**src/rtl/pc_decode_unit.sv**
```systemverilog
// pc_decode_unit: program counter, BOOT/RUN/HALT sequencer and decoder for addi/add/sub/bne.
module pc_decode_unit #(
  parameter logic [31:0] PC_RESET = 32'h0000_0000,
  parameter int          CNT_W    = 16
) (
  input  logic             clk,
  input  logic             rst,
  input  logic             stall,
  input  logic [31:0]      instr,
  input  logic             EQ,
  output logic [31:0]      PC,
  output logic [4:0]       AD1,
  output logic [4:0]       AD2,
  output logic [4:0]       AD3,
  output logic             WE3,
  output logic             ALUSrc,
  output logic             ALUCtrl,
  output logic [31:0]      ImmOp,
  output logic             halted,
  output logic [CNT_W-1:0] retired
);
  typedef enum logic [1:0] {BOOT, RUN, HALT} state_t;
  state_t state, state_n;
  logic is_addi, is_r, is_bne, legal, taken, stop, adv;
  logic [31:0] pc_n;
  assign AD1 = instr[19:15];
  assign AD2 = instr[24:20];
  assign AD3 = instr[11:7];
  assign is_addi = instr[6:0] == 7'b0010011 && instr[14:12] == 3'b000;
  assign is_r    = instr[6:0] == 7'b0110011 && instr[14:12] == 3'b000 &&
                   (instr[31:25] == 7'b0000000 || instr[31:25] == 7'b0100000);
  assign is_bne  = instr[6:0] == 7'b1100011 && instr[14:12] == 3'b001;
  assign legal   = is_addi | is_r | is_bne;
  always_comb begin
    ImmOp   = is_addi ? {{20{instr[31]}}, instr[31:20]}
            : is_bne  ? {{20{instr[31]}}, instr[7], instr[30:25], instr[11:8], 1'b0}
            : 32'd0;
    ALUSrc  = is_addi;
    ALUCtrl = is_bne | (is_r & instr[30]);
    taken   = is_bne & ~EQ;
    // misaligned or self-targeting branches stop the core like an illegal opcode
    stop    = ~legal | (taken & (ImmOp[1] | ImmOp == 32'd0));
    adv     = state == RUN && !stall;
    WE3     = adv & ~rst & (is_addi | is_r);
    pc_n    = PC + (taken ? ImmOp : 32'd4);
    state_n = state == BOOT ? RUN : (adv && stop) ? HALT : state;
  end
  always_ff @(posedge clk) begin
    if (rst) begin
      PC      <= PC_RESET;
      state   <= BOOT;
      halted  <= 1'b0;
      retired <= '0;
    end else begin
      state  <= state_n;
      halted <= state_n == HALT;
      if (adv && !stop) begin
        PC <= pc_n;
        if (~&retired) retired <= retired + 1'b1;
      end
    end
  end
endmodule

```
**config.mk**
```make
export PLATFORM = sky130hd
export DESIGN_NAME = pc_decode_unit
export DESIGN_NICKNAME = d
export VERILOG_FILES = /design/src/rtl/pc_decode_unit.sv
export SDC_FILE = /design/constraint.sdc
export NUM_CORES = 1
export LEC_CHECK = 0
export BUFFER_PORTS_ARGS = -buffer_cell sky130_fd_sc_hd__buf_2
export CAP_MARGIN = 20
export CORE_ASPECT_RATIO = 1.5
export CORE_UTILIZATION = 57
export CTS_BUF_LIST = sky130_fd_sc_hd__clkbuf_4 sky130_fd_sc_hd__clkbuf_8
export CTS_CLUSTER_DIAMETER = 100
export DETAILED_ROUTE_END_ITERATION = 10
export GPL_TIMING_DRIVEN = 0
export PLACE_DENSITY = 0.88
export SLEW_MARGIN = 20
export SYNTH_ARGS = -nofsm -noshare
export SYNTH_HDL_FRONTEND = slang
export SYNTH_SLANG_ARGS = --single-unit
```
**constraint.sdc**
```tcl
create_clock -name clk -period 11.75 [get_ports clk]
set_input_delay 1.175 -clock clk [delete_from_list [all_inputs] [get_ports clk]]
set_output_delay 1.175 -clock clk [all_outputs]
set_load 0.1 [all_outputs]
```
After elaboration in Yosys (flattened, before gate mapping). Cells that the tools add are included.

Bits in registers: 51. Input port bits: 36. Output and inout port bits: 99.

$add $sub $neg: 2. Eq/ne operators: 7. Mux-type cells: 5. Bitwise gates (word level): 14. Reductions and logical operators: 16.

Operator list (count): 32-bit 2-to-1 mux (3); 32-bit adder (1); 32-bit zero test (1); 16-bit by 1-bit adder with 16-bit output (second input constant) (1); 16-bit AND reduction (1); 7-bit by 6-bit == test with 1-bit output (second input constant) (2); 7-bit by 5-bit == test with 1-bit output (second input constant) (1); 7-bit == test (second input constant) (1); 1-bit logical AND (7); 7-bit zero test (1); 1-bit bitwise AND (5); 1-bit OR (5); 2-bit 2-to-1 mux (2); 1-bit inverter (4); 3-bit by 1-bit == test with 1-bit output (second input constant) (1); 3-bit zero test (1); 2-bit by 1-bit == test with 1-bit output (second input constant) (1); 2-bit == test (second input constant) (1); 1-bit zero test (2); 2-bit zero test (1); 2-bit AND reduction (1); 1-bit logical OR (1).

Longest topological paths before layout.
Depth after elaboration: 12. Gate-level depth with buffers: 16. Mapped depth without buffers: 13.

Worst setup path after synthesis. OpenSTA, ideal clock, no wires.

Path kind: in2out. Start: input instr[13]. End: output WE3. Data arrival time: 6769 ps. Path slack: 3806 ps. Cell stages on the path: 5. Path through: or2_2 > clkbuf_1 > or2_2 > clkbuf_1 > a2111oi_0.

Word-level cells in the longest chain between the ends: 5. Elaborated cells on any way between the ends: 6. Classes of those cells: bitwise: 2; reduce/logical: 4.

Ends and longest elaborated chain: start, declared (RTL line 9) `input logic [31:0] instr,`; 3-bit zero test * (RTL line 29, 30); 1-bit logical AND (2 in a row) (RTL line 30) `assign is_r = instr[6:0] == 7'b0110011 && instr[14:12] == 3'b000 &&`; 1-bit OR * (RTL line 44) `WE3 = adv & ~rst & (is_addi | is_r);`; 1-bit bitwise AND * (RTL line 44); end, declared (RTL line 15) `output logic WE3,`.

Mark *: on every way between the ends. The rest lies on a longest branch, timed or not.

Worst setup path after layout.
Start: input instr[13]. End: register PC[26].

Word-level cells in the longest chain between the ends: 10. Elaborated cells on any way between the ends: 20. Classes of those cells: add/sub: 1; eq/ne: 1; mux: 3; bitwise: 7; reduce/logical: 8.

Ends and longest elaborated chain: parallel branches: the longest is 10 deep, another holds 32-bit adder; end signal, assigned (RTL line 58) `PC <= pc_n;`; end, declared (RTL line 11) `output logic [31:0] PC,`.

Several ways; the timed one is not identified. A chain may end at the register's enable or synchronous reset.

==> impl_metrics.toml <==
[sta]
worstMarginPinSlew_ps = 1180
slew_viol_final = 0
fin_crit_sh = 0.519
rsz0062_at_grt = "no"
max_freq_mhz = 164
setup_viol = 0
skew_ps = 13.1
maxSlewHeadroom = 0.190
finalHoldViolCount = 0
min_period_ps = 6090
worst_slack_ps = 5660
setup_tns_ps = 0

[yosys]
synth_edf_count = 0
ys_ff_latch = 51
netlist_instances = 560
synth_area_leaders = "dfxtp_1, buf_4, nor2_1"
yosysWarnings = 0
yosys-top-cells-count = "nor2_1, dfxtp_1, nand2_1"
async_flop_share = 0
synth_most_common_cell = "nor2_1"
synth_top_area_share = 0.243
synthesis.nets = 610
synth.distinct_cells = 66
synth_top_area_cell = "dfxtp_1"
yosysSeqAreaShare = 0.243
ys.flop_type = "dfxtp_1"
netlist_area_um2 = 4200
synth.avg_cell_area_um2 = 7.50

[routing]
wire_per_inst_um = 16.4
drtAntennaViolNets = 0
viasPerCell = 6.07
wl_um = 13100
first_pass_iters = 5
drtIter0Drc = 389
drc_errors = 0
vias = 4833

[cts]
cts_post_setup_buffers_inserted = 0
cts_tree = "built"
clk_pin_slew_worst_paths_ps = 110
clockBufferDepth = 2
cts_root_buf = "clkbuf_8"
cts-buffers-inserted = 5
clk_latency_ps = 330
cts_resized = 0
clock_sinks = 51
h-tree-depth = 2
cts_hold_buf = 0

[critical_path]
cp_data_arrival_time_ps = 6330
crit_path_end_kind = "register"
crit_fanout = 10
worst_setup_path_start_kind = "input pin"
ff2ff_path_depth = 9
r2r_end = "PC[26]$_SDFFE_PP0P_"
criticalPathCategory = "in2reg"
worst-r2r-setup-slack_ps = 7870
slowest_delay_ps = 1030
rr_startpoint = "PC[1]$_SDFFE_PP0P_"
slowest_stage = "a2111oi_0"
crit_buf_inv = 4
path_cells = "buf_2 > or2_2 > clkbuf_1 > nor4_1 > clkbuf_1 > nand2b_1 > ha_1 > a211oi_1 > o21ai_0 > a2111oi_0 > or2_2 > buf_2 > nor4b_1 > o2111ai_1 > mux2_2"
crit_required_ps = 11990
critPathTopFamily = "compound AO/OA/AOI/OAI gates"

[die]
start_util = 0.585
die_area_um2 = 7730
io_pins = 135
std_cell_rows = 38
dieWidth_um = 72.1
fp.dieH_um = 107
coreArea_um2 = 7180

[layout]
nFillCells = 593
layout-drive-gt1-share = 0.292
area_delta_synth_final_pct = 21.1
diodes = 0
nets = 745

[min_path]
worst_hold_startpoint = "PC[4]$_SDFFE_PP0P_"
hold_path.class = "reg2reg"
min_to = "PC[4]$_SDFFE_PP0P_"
holdPathStages = 2

[grt]
grt_use_met1 = 0.384
track_usage = 0.341
grt_max_degree = 21
grt.busiest_layer = "met2"
grt-ovfl-total = 0
use_met3 = 0.0376
grt_pass1_vias = 4585
met2_usage = 0.583
grt_pass1_wl_um = 21000
antenna_found_initial = 0

[placed_design]
place_ws_ps = 5490
gp_congestion = 0.911
dpl.hpwl_um = 9920
portBuffers = 128

[run]
maxCapViolations = 0

[pwr]
peakVddDrop_uv = 116
power.leakage_nw = 2.31
p_per_area_nw_per_um2 = 71.3

[run_status]
status = "completed"
## metal layers
metal  vias to the layer above  routed length (um)
li1                       2269                   -
met1                      2190                4930
met2                       302                6360
met3                        72                 991
met4                         0                 778
met5                         -                   0
## power by group
part	switching (mW)	total [mW]	internal (mW)	leakage, nW
clock	0.0693	0.139	0.0702	0.0618
sequential	0.000500	0.174	0.174	0.411
combinational	0.0370	0.0494	0.0125	1.84
## area by class of cell
type | count | area [um^2] | share of cell area
clock buffers | 6 | 82.6 | 0.0162
plain buffers | 67 | 387 | 0.0760
clock inverters | 2 | 38.8 | 0.00762
repair buffers | 128 | 641 | 0.126
multi-input cells | 435 | 2770 | 0.544
inverters | 7 | 26.3 | 0.00516
well taps | 100 | 125 | 0.0246
flip-flops and latches | 51 | 1020 | 0.201
## metrics by stage
| stage | hold WS (ps) | area (um^2) | cells | util | power, mW |
|---|---|---|---|---|---|
| 6_report | 476 | 5090 | 796 | 0.709 | 0.363 |
| 4_1_cts | 479 | 5090 | 796 | 0.709 | 0.362 |
| 5_1_grt | 497 | 5090 | 796 | 0.709 | 0.372 |
| 2_1_floorplan | 470 | 4200 | 560 | - | 0.214 |
| 3_3_place_gp | 459 | 4970 | 788 | 0.692 | 0.226 |
| 3_5_place_dp | 465 | 4970 | 788 | 0.692 | 0.227 |
## worst min-delay path, cell delays in order, from the launching register on
cell	delay, ps
dfxtp_1	330
nand2_1	60
a21oi_1	50
## worst max-delay path by stage
stage | startpoint | endpoint | slack, ps | cells past startpoint
6_report | instr[13] | PC[26]$_SDFFE_PP0P_ | 5660 | 15
5_1_grt | instr[13] | PC[30]$_SDFFE_PP0P_ | 5450 | 15
4_1_cts | instr[13] | PC[26]$_SDFFE_PP0P_ | 5830 | 15
3_5_place_dp | instr[13] | PC[26]$_SDFFE_PP0P_ | 5490 | 15
3_3_place_gp | instr[13] | PC[26]$_SDFFE_PP0P_ | 5690 | 15
2_1_floorplan | instr[13] | WE3 | 3810 | 5
## placed cells by master, fill, tap and decap left out, types with 10 or more instances in the layout
| master | netlist | routed |
|---|---|---|
| nand3_1 | 22 | 22 |
| or3_1 | 12 | 12 |
| ha_1 | 13 | 13 |
| o21ai_0 | 15 | 15 |
| buf_4 | 34 | 34 |
| and2_1 | 23 | 23 |
| nor2_1 | 65 | 65 |
| buf_2 | 6 | 134 |
| dfxtp_1 | 51 | 51 |
| nand2_1 | 51 | 51 |
| nor2b_1 | 10 | 10 |
| xor2_1 | 13 | 13 |
| clkbuf_1 | 25 | 25 |
| nor4_1 | 12 | 12 |
| nor3_1 | 17 | 17 |
| nand4_1 | 20 | 20 |
| a21oi_1 | 30 | 30 |
## flip-flops by register name, indices dropped and copies added, names as in the netlist
| register | cells |
|---|---|
| state | 2 |
| PC | 32 |
| retired | 16 |
| halted | 1 |
## logic make-up after synthesis
family | share of synthesized area
AOI/OAI and AO/OA | 0.194
and+or+nand+nor | 0.333
adders and majority gates | 0.0435
DFF | 0.243
other | 0.000892
buffers and inverters | 0.0982
muxes | 0.0456
xor gates and xnor gates | 0.0417
Note: power is estimated with default switching activity, not from simulation.
